$ cat src/rtl/smart_led_pkg.sv
// Shared types, field layout and word packing for the smart-LED frame transmitter.
// Optional macro SMART_LED_TX_PARITY_EN: bit31 carries even parity over the word.
package smart_led_pkg;

   typedef enum logic [2:0] {
      IDLE,
      PREAMBLE,
      START,
      WORD,
      GAP
   } state_e;

   localparam int unsigned WORD_BITS  = 32;
   localparam int unsigned COLOR_BITS = 10;
   localparam int unsigned CMD        = 0;
   localparam int unsigned RED_LSB    = 1;
   localparam int unsigned GREEN_LSB  = 11;
   localparam int unsigned BLUE_LSB   = 21;
   localparam int unsigned PARITY     = 31;

   function automatic logic [WORD_BITS-1:0] pack_word(
      input logic [COLOR_BITS-1:0] red,
      input logic [COLOR_BITS-1:0] green,
      input logic [COLOR_BITS-1:0] blue
   );
      logic [WORD_BITS-1:0] w;
      w                          = '0;
      w[CMD]                     = 1'b1;
      w[RED_LSB   +: COLOR_BITS] = red;
      w[GREEN_LSB +: COLOR_BITS] = green;
      w[BLUE_LSB  +: COLOR_BITS] = blue;
`ifdef SMART_LED_TX_PARITY_EN
      w[PARITY]                  = ^w[PARITY-1:0];
`else
      w[PARITY]                  = 1'b0;
`endif
      return w;
   endfunction

endpackage

$ cat src/rtl/smart_led_frame_tx_manchester_symbol.sv
// Half-bit timer and registered Manchester symbol output.
// dout is computed from next-cycle drive/bit so the line tracks the FSM without lag.
module smart_led_manchester_symbol #(
   parameter int unsigned HALF_CYCLES = 16
) (
   input  logic clk_i,
   input  logic rst_i,
   input  logic run_i,
   input  logic drive_i,
   input  logic bit_i,
   output logic dout_o,
   output logic half_end_o,
   output logic bit_end_o
);
   import smart_led_pkg::*;

   localparam int unsigned TW = $clog2(HALF_CYCLES);

   logic [TW-1:0] timer_q, timer_d;
   logic          half_q, half_d;
   logic          dout_q, dout_d;

   always_comb begin
      half_end_o = run_i && (timer_q == TW'(HALF_CYCLES - 1));
      bit_end_o  = half_end_o && half_q;
      timer_d    = timer_q;
      half_d     = half_q;
      if (run_i) begin
         if (half_end_o) begin
            timer_d = '0;
            half_d  = ~half_q;
         end else begin
            timer_d = timer_q + TW'(1);
         end
      end
      // '0' is high-then-low, '1' is low-then-high
      dout_d = drive_i && (half_d ? bit_i : ~bit_i);
   end

   always_ff @(posedge clk_i) begin
      if (rst_i) begin
         timer_q <= '0;
         half_q  <= 1'b0;
         dout_q  <= 1'b0;
      end else begin
         timer_q <= timer_d;
         half_q  <= half_d;
         dout_q  <= dout_d;
      end
   end

   assign dout_o = dout_q;

endmodule

$ cat src/rtl/smart_led_frame_tx.sv
// Smart-LED frame transmitter: holding register, shift register and frame FSM.
// Optional macro SMART_LED_TX_PARITY_EN enables the parity bit in packed words.
module smart_led_frame_tx #(
   parameter int unsigned HALF_CYCLES   = 16,
   parameter int unsigned PREAMBLE_BITS = 8,
   parameter int unsigned GAP_BITS      = 24
) (
   input  logic       clk,
   input  logic       rst,
   input  logic       s_valid,
   output logic       s_ready,
   input  logic [9:0] s_red,
   input  logic [9:0] s_green,
   input  logic [9:0] s_blue,
   input  logic       s_last,
   output logic       dout,
   output logic       dout_oe,
   output logic       busy,
   output logic       underrun
);
   import smart_led_pkg::*;

   state_e               state_q, state_d;
   logic [7:0]           bit_cnt_q, bit_cnt_d;
   logic [4:0]           wbit_q, wbit_d;
   logic [WORD_BITS-1:0] shift_q, shift_d;
   logic                 cur_last_q, cur_last_d;
   logic [WORD_BITS-1:0] hold_word_q, hold_word_d;
   logic                 hold_last_q, hold_last_d;
   logic                 hold_full_q, hold_full_d;
   logic                 underrun_q, underrun_d;
   logic                 oe_q, oe_d;
   logic                 load, accept;
   logic                 line_bit, drive;
   logic                 sym_half_end, sym_bit_end, bit_end;

   assign bit_end = sym_half_end && sym_bit_end;
   assign accept  = s_valid && !hold_full_q;

   always_comb begin
      state_d    = state_q;
      bit_cnt_d  = bit_cnt_q;
      wbit_d     = wbit_q;
      shift_d    = shift_q;
      cur_last_d = cur_last_q;
      load       = 1'b0;
      underrun_d = 1'b0;
      case (state_q)
         IDLE:     if (hold_full_q) state_d = PREAMBLE;
         PREAMBLE: if (bit_end) begin
            if (bit_cnt_q == 8'(PREAMBLE_BITS - 1)) begin
               state_d   = START;
               bit_cnt_d = '0;
            end else begin
               bit_cnt_d = bit_cnt_q + 8'd1;
            end
         end
         START:    if (bit_end) begin
            load    = 1'b1;
            state_d = WORD;
         end
         WORD:     if (bit_end) begin
            if (wbit_q == 5'd31) begin
               wbit_d = '0;
               if (cur_last_q) begin
                  state_d = GAP;
               end else if (hold_full_q) begin
                  load = 1'b1;
               end else begin
                  underrun_d = 1'b1;
                  state_d    = GAP;
               end
            end else begin
               wbit_d  = wbit_q + 5'd1;
               shift_d = shift_q >> 1;
            end
         end
         GAP:      if (bit_end) begin
            if (bit_cnt_q == 8'(GAP_BITS - 1)) begin
               state_d   = IDLE;
               bit_cnt_d = '0;
            end else begin
               bit_cnt_d = bit_cnt_q + 8'd1;
            end
         end
         default:  state_d = IDLE;
      endcase
      if (load) begin
         shift_d    = hold_word_q;
         cur_last_d = hold_last_q;
      end

      hold_full_d = (hold_full_q && !load) || accept;
      hold_word_d = hold_word_q;
      hold_last_d = hold_last_q;
      if (accept) begin
         hold_word_d = pack_word(s_red, s_green, s_blue);
         hold_last_d = s_last;
      end

      // Line bit for the coming cycle, taken from next state/shift value
      drive    = (state_d == PREAMBLE) || (state_d == START) || (state_d == WORD);
      line_bit = (state_d == START) || ((state_d == WORD) && shift_d[0]);
      oe_d     = (state_d != IDLE);
   end

   always_ff @(posedge clk) begin
      if (rst) begin
         state_q     <= IDLE;
         bit_cnt_q   <= '0;
         wbit_q      <= '0;
         shift_q     <= '0;
         cur_last_q  <= 1'b0;
         hold_word_q <= '0;
         hold_last_q <= 1'b0;
         hold_full_q <= 1'b0;
         underrun_q  <= 1'b0;
         oe_q        <= 1'b0;
      end else begin
         state_q     <= state_d;
         bit_cnt_q   <= bit_cnt_d;
         wbit_q      <= wbit_d;
         shift_q     <= shift_d;
         cur_last_q  <= cur_last_d;
         hold_word_q <= hold_word_d;
         hold_last_q <= hold_last_d;
         hold_full_q <= hold_full_d;
         underrun_q  <= underrun_d;
         oe_q        <= oe_d;
      end
   end

   smart_led_manchester_symbol #(
      .HALF_CYCLES (HALF_CYCLES)
   ) u_symbol (
      .clk_i      (clk),
      .rst_i      (rst),
      .run_i      (state_q != IDLE),
      .drive_i    (drive),
      .bit_i      (line_bit),
      .dout_o     (dout),
      .half_end_o (sym_half_end),
      .bit_end_o  (sym_bit_end)
   );

   assign s_ready  = !hold_full_q;
   assign dout_oe  = oe_q;
   assign busy     = (state_q != IDLE);
   assign underrun = underrun_q;

endmodule
$ cat config.mk
export PLATFORM = sky130hd
export DESIGN_NAME = smart_led_frame_tx
export DESIGN_NICKNAME = d
export VERILOG_FILES = /design/src/rtl/smart_led_pkg.sv /design/src/rtl/smart_led_frame_tx_manchester_symbol.sv /design/src/rtl/smart_led_frame_tx.sv
export SDC_FILE = /design/constraint.sdc
export NUM_CORES = 1
export LEC_CHECK = 0
export CAP_MARGIN = 5
export CELL_PAD_IN_SITES_DETAIL_PLACEMENT = 0
export CELL_PAD_IN_SITES_GLOBAL_PLACEMENT = 2
export CORE_UTILIZATION = 38
export CTS_BUF_LIST = sky130_fd_sc_hd__clkbuf_8
export DETAILED_ROUTE_END_ITERATION = 10
export GPL_TIMING_DRIVEN = 0
export HOLD_SLACK_MARGIN = 0.02
export PLACE_DENSITY_LB_ADDON = 0.1
export SYNTH_ARGS = -nofsm -noshare
export SYNTH_HDL_FRONTEND = slang
export SYNTH_SLANG_ARGS = --single-unit
$ cat constraint.sdc
create_clock -name clk -period 6.3 [get_ports clk]
set_input_delay 1.26 -clock clk [delete_from_list [all_inputs] [get_ports clk]]
set_output_delay 1.26 -clock clk [all_outputs]
set_load 0.05 [all_outputs]
==> results by group <==
Timing
  – Final Hold Fails: 0
  – Max-slew headroom: 0.594
  – # setup viols final: 0
  – Setup TNS Final: 0 ps
  – RSZ-0062 raised after global routing: no
  – Final period utilization: 0.513
  – Worst slew pin tran: 609 ps
  – Max Freq: 309 MHz
  – Min Tclk post-route: 3230 ps
  – Slew Limit Fails: 0
  – Clock skew: 11.6 ps
  – Final setup margin: 3070 ps

Routing
  – DR WL/cell: 13.6 microns
  – Via count of the routed design: around 3,000
  – DR vias/cell: 5.00
  – Routed Antenna Nets: 0
  – 1st-pass router iterations: 4
  – Final wirelength: 8290 microns
  – DR DRC count: 0
  – DR iter-0 viols: 105

Pwr
  – Pleak: roughly 1.6 nW
  – PwrDens: 240 nW/um^2
  – Worst ir drop on vdd: 0.0935 mV
  – Power, Total: 0.00107 W

Status
  – Outcome: finished clean

Logic synthesis
  – Mean area per synthesized cell: between 8 and 9 sq um
  – Sequential area share after synthesis: 0.479
  – Largest area contributor in the netlist: dfxtp_1
  – Number of synthesized flops with an enable pin: 0
  – Post-synth ARST share: 0
  – Ys Warns: 0
  – Unique masters post-synth: 46
  – Yosys top cell area share: 0.479
  – Post-synth net total: 468
  – Syn Inst Count: 428
  – Top post-synthesis cells by area: dfxtp_1 (48%), nand2_1 (8.6%), a21oi_1 (7.0%)
  – #FFs+latches synth: 89
  – Ys flop type: dfxtp_1
  – Area of the mapped netlist: 3720 sq um

Clock network
  – Post-CTS Hold Buffers: 0
  – H-tree Lvls: 3
  – Clock transition at path regs: 80 ps
  – TritonCTS clock tree: built
  – Skew-Pair Late Insertion Delay: 350 ps
  – Deepest clock path buffer count: 2
  – Clock root buffer: clkbuf_8
  – Clk sinks: 89
  – Setup Fix Bufs, Post-CTS: 0
  – Cts bufs inserted: 9
  – Resize count post-CTS: 0

Floorplan
  – Die X: 101 microns
  – Row Count: 35
  – I/O pin count: 39
  – Starting Density: 0.397
  – Die footprint: a little over 10,000 sq um
  – Die Y: 101 microns
  – CORE AREA: 9370 sq um

Layout
  – Nets: 517
  – Ant diodes: 0
  – Area grow syn2layout: 20.1%
  – Commonest non-fill, non-tap cells in the layout: dfxtp_1 (89), nand2_1 (85), a21oi_1 (52)
  – Register cell area after layout: between 1500 and 2000 sq um
  – Post-layout instance area: 4460 sq um
  – Share of layout cells above drive strength 1: 0.0768
  – Fill cell count: 990
  – Most common cell after layout, fill and taps aside: dfxtp_1
  – Footprint of the multi-input gates: approximately 1800 sq um
  – Core Util, Final: 0.476

Placement
  – DP HPWL: 5680 microns
  – Post-placement setup slack: 3300 ps
  – PortBufs: 38
  – Placed Area: 4260 sq um
  – Routability Congestion: 0.767

Global routing
  – Number of global-route vias before repair: 2,920
  – Global-route wire length before repair: 14,200 microns
  – Initial antenna violation count: 0
  – Largest net degree at the start of global routing: 16
  – Global Route Usage Sum: 0.181
  – Overflow after GRT: 0

Worst setup path
  – Kind of critical path: reg2out
  – Max FO, Critical Path: 10
  – Critical path capture point type: output pin
  – Crit path launch type: flop
  – Required time worst endpoint: around 5000 ps
  – Data arrival time of the critical path: 1970 ps

Min path
  – Worst Hold Class: reg2reg

Job
  – Max_cap viols: 0
[power by group]
part           switching (W)  internal [W]
logic              0.0000495     0.0000381
registers         0.00000919      0.000578
clock network       0.000203      0.000195
total               0.000262      0.000811
[through the flow]
stage | std cells | hold WS (ps)
5_1_grt | 611 | 477
6_report | 611 | 457
4_1_cts | 611 | 459
3_3_place_gp | 595 | 441
3_5_place_dp | 595 | 446
2_1_floorplan | 428 | 423
[Yosys cell counts (2+ instances only)]
cell,number
dfxtp_1,89
nand2_1,85
a21oi_1,52
nor2_1,47
clkbuf_1,22
mux2i_1,21
a211oi_1,19
a22oi_1,11
xnor2_1,7
ha_1,6
inv_1,5
nand3b_1,5
a31oi_1,4
and3_1,4
buf_4,4
nor3_1,4
nand3_1,3
o21ai_0,3
xor2_1,3
a211oi_2,2
nand4_1,2
nor2b_1,2
nor3_2,2
nor3b_1,2
o21bai_1,2
or3b_1,2
[flip-flops by register name, summed over array words and instances (netlist names)]
name              cells
u_symbol.timer_q      4
shift_q              31
underrun              1
cur_last_q            1
hold_word_q          31
dout_oe               1
u_symbol.half_q       1
hold_full_q           1
wbit_q                5
bit_cnt_q             8
state_q               3
hold_last_q           1
u_symbol.dout_o       1
[logic make-up after synthesis]
| kind of cell | after synthesis | share of synthesized area |
|---|---|---|
| AOI/OAI and AO/OA | 100 | 0.173 |
| xor gates and xnor gates | 10 | 0.0236 |
| adders and majority gates | 6 | 0.0202 |
| buffers and inverters | 34 | 0.0391 |
| DFF | 89 | 0.479 |
| muxes | 21 | 0.0566 |
| and+or+nand+nor | 168 | 0.208 |
[critical path, stage by stage, from the launching register on]
cell and delay [ps]:
dfxtp_1 300, buf_4 170, nor3_2 320, inv_2 120, clkdlybuf4s50_1 710
[area by class of cell]
cell class / instances / area share
multi-input cells: 305 / 0.401
inverters: 6 / 0.00505
plain buffers: 28 / 0.0275
clock inverters: 6 / 0.0149
clock buffers: 10 / 0.0308
repair buffers: 38 / 0.0852
flip-flops and latches: 89 / 0.399
well taps: 129 / 0.0362
[metal layers]
metal  vias up  track usage  part of all wire
met5         -            0                 0
met2        62        0.288              0.46
met1      1414        0.236              0.48
met4         0       0.0591             0.015
met3        13       0.0506             0.042
li1       1569            -                 -
[path summary, 6_finish.rpt]
check                  start          end  slack (ps)  cells after the start
setup / recovery  state_q[1]         busy        3070                      4
hold / removal    shift_q[2]   shift_q[2]         460                      2
hold reg to reg   shift_q[2]   shift_q[2]         460                      2
setup reg to reg  state_q[1]  shift_q[16]        3600                     11
Note: power is estimated with default switching activity, not from simulation.
